### config.mk
export PLATFORM = sky130hd
export DESIGN_NAME = obi_cache_initiator
export DESIGN_NICKNAME = d
export VERILOG_FILES = /design/src/rtl/if_types_pkg.sv /design/src/rtl/obi_single_txn.sv /design/src/rtl/obi_cache_initiator.sv
export SDC_FILE = /design/constraint.sdc
export NUM_CORES = 1
export LEC_CHECK = 0
export BUFFER_PORTS_ARGS = -buffer_cell sky130_fd_sc_hd__buf_4
export CAP_MARGIN = 25
export CORE_ASPECT_RATIO = 0.6
export CORE_MARGIN = 4
export CORE_UTILIZATION = 54
export DETAILED_ROUTE_END_ITERATION = 6
export GPL_ROUTABILITY_DRIVEN = 0
export GPL_TIMING_DRIVEN = 1
export PLACE_DENSITY = 0.87
export SETUP_SLACK_MARGIN = 0.05
export SYNTH_ARGS = -nofsm -noshare
export SYNTH_HDL_FRONTEND = slang
export SYNTH_SLANG_ARGS = --single-unit
### constraint.sdc
create_clock -name clk_i -period 12.8 [get_ports clk_i]
set_input_delay 2.56 -clock clk_i [delete_from_list [all_inputs] [get_ports clk_i]]
set_output_delay 2.56 -clock clk_i [all_outputs]
set_load 0.03 [all_outputs]
### src/rtl/if_types_pkg.sv
// Shared interface types for the cache OBI register window: OBI request/response
// structs, register offsets, STATUS bits, op-codes and initiator FSM enums.
package if_types_pkg;

  localparam int OP_WIDTH    = 8;
  localparam int KEY_WIDTH   = 32;
  localparam int NUM_OFFSETS = 2;
  localparam int VALUE_WIDTH = 32 * NUM_OFFSETS;

  localparam logic [31:0] REG_OP_OFS     = 32'h00;
  localparam logic [31:0] REG_KEY_OFS    = 32'h04;
  localparam logic [31:0] REG_VAL_OFS    = 32'h08;
  localparam logic [31:0] REG_STATUS_OFS = 32'h10;

  localparam int STATUS_DONE_BIT = 0;
  localparam int STATUS_HIT_BIT  = 1;

  typedef enum logic [OP_WIDTH-1:0] {
    OP_GET = OP_WIDTH'(1),
    OP_PUT = OP_WIDTH'(2),
    OP_DEL = OP_WIDTH'(3)
  } cache_op_e;

  typedef enum logic [2:0] {
    STEP_KEY, STEP_VAL, STEP_OP, STEP_STATUS, STEP_READ
  } init_step_e;

  typedef enum logic [2:0] {
    ST_IDLE, ST_ADDR, ST_RDATA, ST_GAP, ST_RESP
  } init_state_e;

  typedef struct packed {
    logic [31:0] addr;
    logic        we;
    logic [3:0]  be;
    logic [31:0] wdata;
    logic        aid;
  } obi_a_t;

  typedef struct packed {
    logic   req;
    obi_a_t a;
    logic   rready;
  } obi_req_t;

  typedef struct packed {
    logic [31:0] rdata;
    logic        err;
  } obi_r_t;

  typedef struct packed {
    logic   gnt;
    logic   rvalid;
    obi_r_t r;
  } obi_rsp_t;

endpackage

### src/rtl/obi_single_txn.sv
// One OBI transaction: drives the A-phase while addr_phase_i is set and reports
// grant, R-beat completion, read data and error back to the sequencer.
module obi_single_txn
  import if_types_pkg::*;
(
  input  logic        addr_phase_i,
  input  logic        rdata_phase_i,
  input  logic [31:0] addr_i,
  input  logic        we_i,
  input  logic [31:0] wdata_i,
  output obi_req_t    obi_req_o,
  input  obi_rsp_t    obi_rsp_i,
  output logic        gnt_o,
  output logic        done_o,
  output logic [31:0] rdata_o,
  output logic        err_o
);

  // A fields are zero whenever no request is pending
  always_comb begin
    obi_req_o        = '0;
    obi_req_o.rready = 1'b1;
    if (addr_phase_i) begin
      obi_req_o.req     = 1'b1;
      obi_req_o.a.addr  = addr_i;
      obi_req_o.a.we    = we_i;
      obi_req_o.a.be    = 4'hF;
      obi_req_o.a.wdata = wdata_i;
      obi_req_o.a.aid   = 1'b0;
    end
  end

  assign gnt_o   = addr_phase_i & obi_rsp_i.gnt;
  assign done_o  = rdata_phase_i & obi_rsp_i.rvalid;
  assign rdata_o = obi_rsp_i.r.rdata;
  assign err_o   = obi_rsp_i.r.err;

endmodule

### src/rtl/obi_cache_initiator.sv
// Host-command to cache OBI sequencer: KEY, VALUE (PUT), OP writes, STATUS polling, VALUE read-back (GET).
// Optional STATUS poll timeout enabled by defining OBI_INIT_POLL_TIMEOUT_EN.
module obi_cache_initiator
  import if_types_pkg::*;
#(
  parameter logic [31:0] BASE_ADDR  = 32'h0000_0000,
  parameter int unsigned POLL_GAP   = 4,
  parameter int unsigned POLL_LIMIT = 1024
) (
  input  logic                   clk_i,
  input  logic                   rst_i,
  input  logic                   cmd_valid_i,
  output logic                   cmd_ready_o,
  input  logic [OP_WIDTH-1:0]    cmd_op_i,
  input  logic [KEY_WIDTH-1:0]   cmd_key_i,
  input  logic [VALUE_WIDTH-1:0] cmd_value_i,
  output logic                   rsp_valid_o,
  input  logic                   rsp_ready_i,
  output logic [VALUE_WIDTH-1:0] rsp_value_o,
  output logic                   rsp_hit_o,
  output logic                   rsp_err_o,
  output obi_req_t               obi_req_o,
  input  obi_rsp_t               obi_rsp_i
);

  // IDLE wait cmd | ADDR A-phase | RDATA await R beat | GAP poll spacing | RESP hold response
  localparam int unsigned      IDX_W    = (NUM_OFFSETS > 1) ? $clog2(NUM_OFFSETS) : 1;
  localparam int unsigned      GAP_W    = (POLL_GAP > 1) ? $clog2(POLL_GAP) : 1;
  localparam logic [GAP_W-1:0] GAP_LOAD = (POLL_GAP > 0) ? GAP_W'(POLL_GAP - 1) : '0;
  localparam logic [IDX_W-1:0] IDX_LAST = IDX_W'(NUM_OFFSETS - 1);

  init_state_e                  state_q, state_d;
  init_step_e                   step_q, step_d;
  logic [IDX_W-1:0]             idx_q, idx_d;
  logic [GAP_W-1:0]             gap_q, gap_d;
  logic [OP_WIDTH-1:0]          op_q, op_d;
  logic [KEY_WIDTH-1:0]         key_q, key_d;
  logic [NUM_OFFSETS-1:0][31:0] wval_q, wval_d;
  logic [NUM_OFFSETS-1:0][31:0] rval_q, rval_d;
  logic                         hit_q, hit_d, err_q, err_d;
  logic                         accept, poll_last;
  logic [31:0]                  txn_addr, txn_wdata, txn_rdata;
  logic                         txn_we, txn_gnt, txn_done, txn_err;

  assign cmd_ready_o = (state_q == ST_IDLE);
  assign accept      = cmd_valid_i & cmd_ready_o;
  assign rsp_valid_o = (state_q == ST_RESP);
  assign rsp_value_o = rval_q;
  assign rsp_hit_o   = hit_q;
  assign rsp_err_o   = err_q;

  always_comb begin
    txn_addr  = BASE_ADDR + REG_STATUS_OFS;
    txn_we    = 1'b0;
    txn_wdata = '0;
    case (step_q)
      STEP_KEY: begin
        txn_addr  = BASE_ADDR + REG_KEY_OFS;
        txn_we    = 1'b1;
        txn_wdata = key_q;
      end
      STEP_VAL: begin
        txn_addr  = BASE_ADDR + REG_VAL_OFS + (32'(idx_q) << 2);
        txn_we    = 1'b1;
        txn_wdata = wval_q[idx_q];
      end
      STEP_OP: begin
        txn_addr  = BASE_ADDR + REG_OP_OFS;
        txn_we    = 1'b1;
        txn_wdata = 32'(op_q);
      end
      STEP_READ: txn_addr = BASE_ADDR + REG_VAL_OFS + (32'(idx_q) << 2);
      default: ;
    endcase
  end

  obi_single_txn u_txn (
    .addr_phase_i  (state_q == ST_ADDR),
    .rdata_phase_i (state_q == ST_RDATA),
    .addr_i        (txn_addr),
    .we_i          (txn_we),
    .wdata_i       (txn_wdata),
    .obi_req_o     (obi_req_o),
    .obi_rsp_i     (obi_rsp_i),
    .gnt_o         (txn_gnt),
    .done_o        (txn_done),
    .rdata_o       (txn_rdata),
    .err_o         (txn_err)
  );

`ifdef OBI_INIT_POLL_TIMEOUT_EN
  localparam int unsigned PW = $clog2(POLL_LIMIT + 1);
  logic [PW-1:0] poll_cnt_q;

  always_ff @(posedge clk_i or posedge rst_i) begin
    if (rst_i)                                   poll_cnt_q <= '0;
    else if (accept)                             poll_cnt_q <= '0;
    else if (txn_done && step_q == STEP_STATUS)  poll_cnt_q <= poll_cnt_q + 1'b1;
  end

  assign poll_last = (poll_cnt_q == PW'(POLL_LIMIT - 1));
`else
  logic unused_poll_limit;
  assign unused_poll_limit = (POLL_LIMIT != 0);
  assign poll_last         = 1'b0;
`endif

  always_comb begin
    state_d = state_q;
    step_d  = step_q;
    idx_d   = idx_q;
    gap_d   = gap_q;
    op_d    = op_q;
    key_d   = key_q;
    wval_d  = wval_q;
    rval_d  = rval_q;
    hit_d   = hit_q;
    err_d   = err_q;
    case (state_q)
      ST_IDLE: if (accept) begin
        op_d    = cmd_op_i;
        key_d   = cmd_key_i;
        wval_d  = cmd_value_i;
        rval_d  = '0;
        hit_d   = 1'b0;
        err_d   = 1'b0;
        step_d  = STEP_KEY;
        idx_d   = '0;
        state_d = ST_ADDR;
      end
      ST_ADDR: if (txn_gnt) state_d = ST_RDATA;
      ST_RDATA: if (txn_done) begin
        state_d = ST_ADDR;
        if (txn_err) begin
          err_d   = 1'b1;
          state_d = ST_RESP;
        end else begin
          case (step_q)
            STEP_KEY: begin
              idx_d  = '0;
              step_d = (op_q == OP_PUT) ? STEP_VAL : STEP_OP;
            end
            STEP_VAL: begin
              if (idx_q == IDX_LAST) step_d = STEP_OP;
              else                   idx_d  = idx_q + 1'b1;
            end
            STEP_OP: step_d = STEP_STATUS;
            STEP_STATUS: begin
              if (txn_rdata[STATUS_DONE_BIT]) begin
                hit_d = txn_rdata[STATUS_HIT_BIT];
                if (op_q == OP_GET) begin
                  step_d = STEP_READ;
                  idx_d  = '0;
                end else begin
                  state_d = ST_RESP;
                end
              end else if (poll_last) begin
                err_d   = 1'b1;
                hit_d   = 1'b0;
                state_d = ST_RESP;
              end else if (POLL_GAP > 0) begin
                gap_d   = GAP_LOAD;
                state_d = ST_GAP;
              end
            end
            STEP_READ: begin
              rval_d[idx_q] = txn_rdata;
              if (idx_q == IDX_LAST) state_d = ST_RESP;
              else                   idx_d   = idx_q + 1'b1;
            end
            default: state_d = ST_RESP;
          endcase
        end
      end
      ST_GAP: begin
        if (gap_q == '0) state_d = ST_ADDR;
        else             gap_d   = gap_q - 1'b1;
      end
      ST_RESP: if (rsp_ready_i) state_d = ST_IDLE;
      default: state_d = ST_IDLE;
    endcase
  end

  always_ff @(posedge clk_i or posedge rst_i) begin
    if (rst_i) begin
      state_q <= ST_IDLE;
      step_q  <= STEP_KEY;
      idx_q   <= '0;
      gap_q   <= '0;
      op_q    <= '0;
      key_q   <= '0;
      wval_q  <= '0;
      rval_q  <= '0;
      hit_q   <= 1'b0;
      err_q   <= 1'b0;
    end else begin
      state_q <= state_d;
      step_q  <= step_d;
      idx_q   <= idx_d;
      gap_q   <= gap_d;
      op_q    <= op_d;
      key_q   <= key_d;
      wval_q  <= wval_d;
      rval_q  <= rval_d;
      hit_q   <= hit_d;
      err_q   <= err_d;
    end
  end

endmodule
==> run_results.csv <==
group,metric,value,unit
layout,antenna_cells,0,
pwr,worst_case_vdd_ir_drop,0.000138,V
layout,most_frequent_standard_cell_in_the_layout_excluding_fill_and_tap_cells,"sky130_fd_sc_hd__buf_4",
grt,antenna_found_initial,0,
critical_path,reg2reg_depth,4,
critical_path,timing.critical_path.cells,"or3b_1 -> inv_2 -> nand2_1 -> buf_8 -> nor2_1 -> buf_4",
cts,cts-htree-levels,4,
layout,seq_area,4480,µm²
hold_path,classification_of_the_worst_slack_hold_path,"reg -> reg",
timing,setup-tns-final,0,ns
timing,final-hold-violation-count,0,
place,hpwlAfterDp,15100,µm
floorplan,fp.dieH,103,µm
layout,mostFrequentLayoutCells,"sky130_fd_sc_hd__buf_4, sky130_fd_sc_hd__dfrtp_1, sky130_fd_sc_hd__mux2_1, sky130_fd_sc_hd__a22o_1, sky130_fd_sc_hd__nor2_1",
grt,grt_util_all_layers,0.237,
layout,area_used_by_multi_input_combinational_logic,3290,µm²
cts,clock_tree.buffer_depth,2,
cts,number_of_cts_inserted_buffers,17,
synth,ys.warnings.count,0,
timing,clock.fmax,0.184,GHz
cts,cts-resized-gates,0,
synth,synth_top_cells_by_area,"sky130_fd_sc_hd__dfrtp_1, sky130_fd_sc_hd__mux2_1, sky130_fd_sc_hd__a22o_1",
route,routed_wirelength,21100,µm
timing,worstMarginPinSlew,0.981,ns
cts,cts_tree,"done",
cts,clk_root_buffer_cell,"sky130_fd_sc_hd__clkbuf_16",
hold_path,hold_path_startpoint,"wval_q[52]",
synth,synth_top_area_cell,"sky130_fd_sc_hd__dfrtp_1",
layout,fill_cells,1007,
run_status,outcome,"complete, no violations",
synth,synth_seq_cells,179,
floorplan,die_width,167,µm
critical_path,critical_path.reg2reg.startpoint,"state_q[0]",
grt,first_global_vias,6191,
critical_path,worst-r2r-setup-slack,10.07,ns
layout,final_layout_size_suffix_gt1_frac,0.372,
synth,area_share_of_the_leading_cell_type_in_the_synthesized_netlist,0.546,
timing,finalSetupViolations,0,
job,cap_viol_max_count,0,
floorplan,io_pins,283,
critical_path,endpoint_kind,"primary output",
synth,asyncSetResetFlopFracSynth,1.00,
layout,final_nets,1013,
timing,setup_ws,7.35,ns
synth,synth-edff-count,0,
floorplan,row_count,34,
critical_path,timing.critical_path.from_type,"flip-flop",
cts,number_of_hold_repair_buffers_added_at_the_cts_stage,0,
critical_path,arrival,2.89,ns
synth,synthesis.area_per_instance,12.8,µm²
floorplan,initial_utilization,0.559,
hold_path,hold_path_end,"wval_q[52]",
critical_path,worst_ep_required_time,10.24,ns
synth,synth.distinct_cells,51,
route,number_of_optimization_iterations_in_the_first_detailed_route_pass,5,
synth,post_synth_inst_count,643,
critical_path,critPathKind,"reg -> out",
route,viasPerCell,5.63,
synth,mappedNetlistArea,8200,µm²
timing,timing.final.crit_share,0.426,
cts,clk_pin_slew_worst_paths,0.07,ns
route,drc,0,
synth,synth_sequential_area_ratio,0.546,
route,drt_first_iter_violations,452,
grt,wire_length_of_the_first_global_routing_pass,32400,µm
pwr,static-leakage-power,5.08,nW
route,drt-wirelength-per-cell,19.6,µm
cts,clk_latency,0.42,ns
hold_path,worst_hold_path.num_cells,1,
grt,globalRoute.totalOverflow,0,
floorplan,floorplan.die_area,17300,µm²
place,place_worst_setup_slack,7.88,ns
route,drt.antenna.violating_nets,0,
cts,postCtsSetupBuffers,0,
grt,pin_count_of_the_biggest_net_entering_global_routing,102,
layout,syn2layout_area_growth,29.5,%
floorplan,design.core.area,14700,µm²
timing,report.final.slew_viol_count,0,
synth,synth_ff_type,"sky130_fd_sc_hd__dfrtp_1",
pwr,power.density_cell_area,215,nW/µm²
route,routed-via-count,6076,
timing,post-route-min-period,5.45,ns
critical_path,crit_path_max_fanout,19,
critical_path,crit_path_max_incr_delay,0.64,ns
timing,timing.clock.skew,0.0129,ns
timing,hold-worst-slack,0.481,ns
timing,worst_slew_margin_rel,0.346,
timing,rsz0062_at_grt,"false",
cts,count_of_clock_tree_sinks,179,
place,io_buffer_count,251,
critical_path,crit_slowest_cell,"sky130_fd_sc_hd__dfrtp_1",
critical_path,worst_r2r_endpoint,"key_q[9]",
-- per-layer routing --
layer	GRT usage	vias to the layer above	routed length, µm
li1	-	2748	-
met1	0.311	3055	8760
met2	0.400	244	10600
met3	0.0532	29	1410
met4	0.0779	0	410
met5	0	-	0
-- stage by stage --
stage,std cells,power [mW],utilization,area [µm²]
global route,1080,2.42,0.724,10600
detailed placement,1046,1.79,0.683,10000
floorplan,672,1.53,-,8310
global placement,1045,1.75,0.682,10000
CTS,1078,2.29,0.721,10600
finish,1080,2.29,0.724,10600
-- how the worst max path moves through the flow --
| stage | endpoint | from | depth (start not counted) | slack (ns) |
|---|---|---|---|---|
| after floorplan | gap_q[0] | rst_i | 1 | 5.38 |
| after global placement | obi_req_o[7] | state_q[0] | 5 | 7.78 |
| after detailed placement | obi_req_o[18] | step_q[0] | 4 | 7.88 |
| after CTS | obi_req_o[18] | state_q[0] | 6 | 7.37 |
| after global routing | obi_req_o[18] | state_q[0] | 6 | 7.21 |
| final | obi_req_o[18] | state_q[0] | 6 | 7.35 |
-- layout make-up --
type	instances	share of cell area
clock buffer	18	0.0404
sequential	179	0.422
tap	198	0.0233
timing repair buffer	262	0.188
multi-input combinational	401	0.310
clock inverter	14	0.0126
inverter	8	0.00330
-- worst max-delay path, delay by kind of cell, from the launching register on --
family | cells | cell delay (ns)
buffers and inverters | 3 | 0.70
flip-flops | 1 | 0.64
AND/OR/NAND/NOR | 3 | 1.11
-- flip-flops by register name (all words and copies together) (netlist names) --
name and cells:
rsp_value_o 64, wval_q 64, key_q 32, op_q 8
state_q 3, step_q 3, gap_q 2, idx_q 1
rsp_err_o 1, rsp_hit_o 1
-- cell families (layout without fill, tap and decap cells) --
logic type,after synthesis,in the layout,synth area share
compound gates,136,136,0.131
buf+inv,92,302,0.0682
mux,148,148,0.200
simple gates,84,84,0.0511
other cells,2,31,0.000916
fa+ha+maj,1,1,0.00153
xor+xnor,1,1,0.00107
flops,179,179,0.546
-- power by group --
part | internal [mW] | leakage [nW] | switching [mW]
clock network | 0.259 | 0.273 | 0.240
logic | 0.400 | 2.56 | 0.459
registers | 0.765 | 2.25 | 0.164
total | 1.42 | 5.08 | 0.862
-- synthesized netlist by cell type, types with 6 or more instances --
library cell and number:
sky130_fd_sc_hd__mux2_1 106, sky130_fd_sc_hd__clkbuf_1 15, sky130_fd_sc_hd__a22oi_1 25, sky130_fd_sc_hd__buf_2 21, sky130_fd_sc_hd__buf_6 6, sky130_fd_sc_hd__buf_4 38
sky130_fd_sc_hd__nand2_1 11, sky130_fd_sc_hd__mux2i_1 18, sky130_fd_sc_hd__a22o_1 64, sky130_fd_sc_hd__mux2_2 24, sky130_fd_sc_hd__inv_1 7, sky130_fd_sc_hd__a21oi_1 15
sky130_fd_sc_hd__o22a_1 9, sky130_fd_sc_hd__dfrtp_1 179, sky130_fd_sc_hd__nor2_1 41
Power figures use the tool's default switching activity.
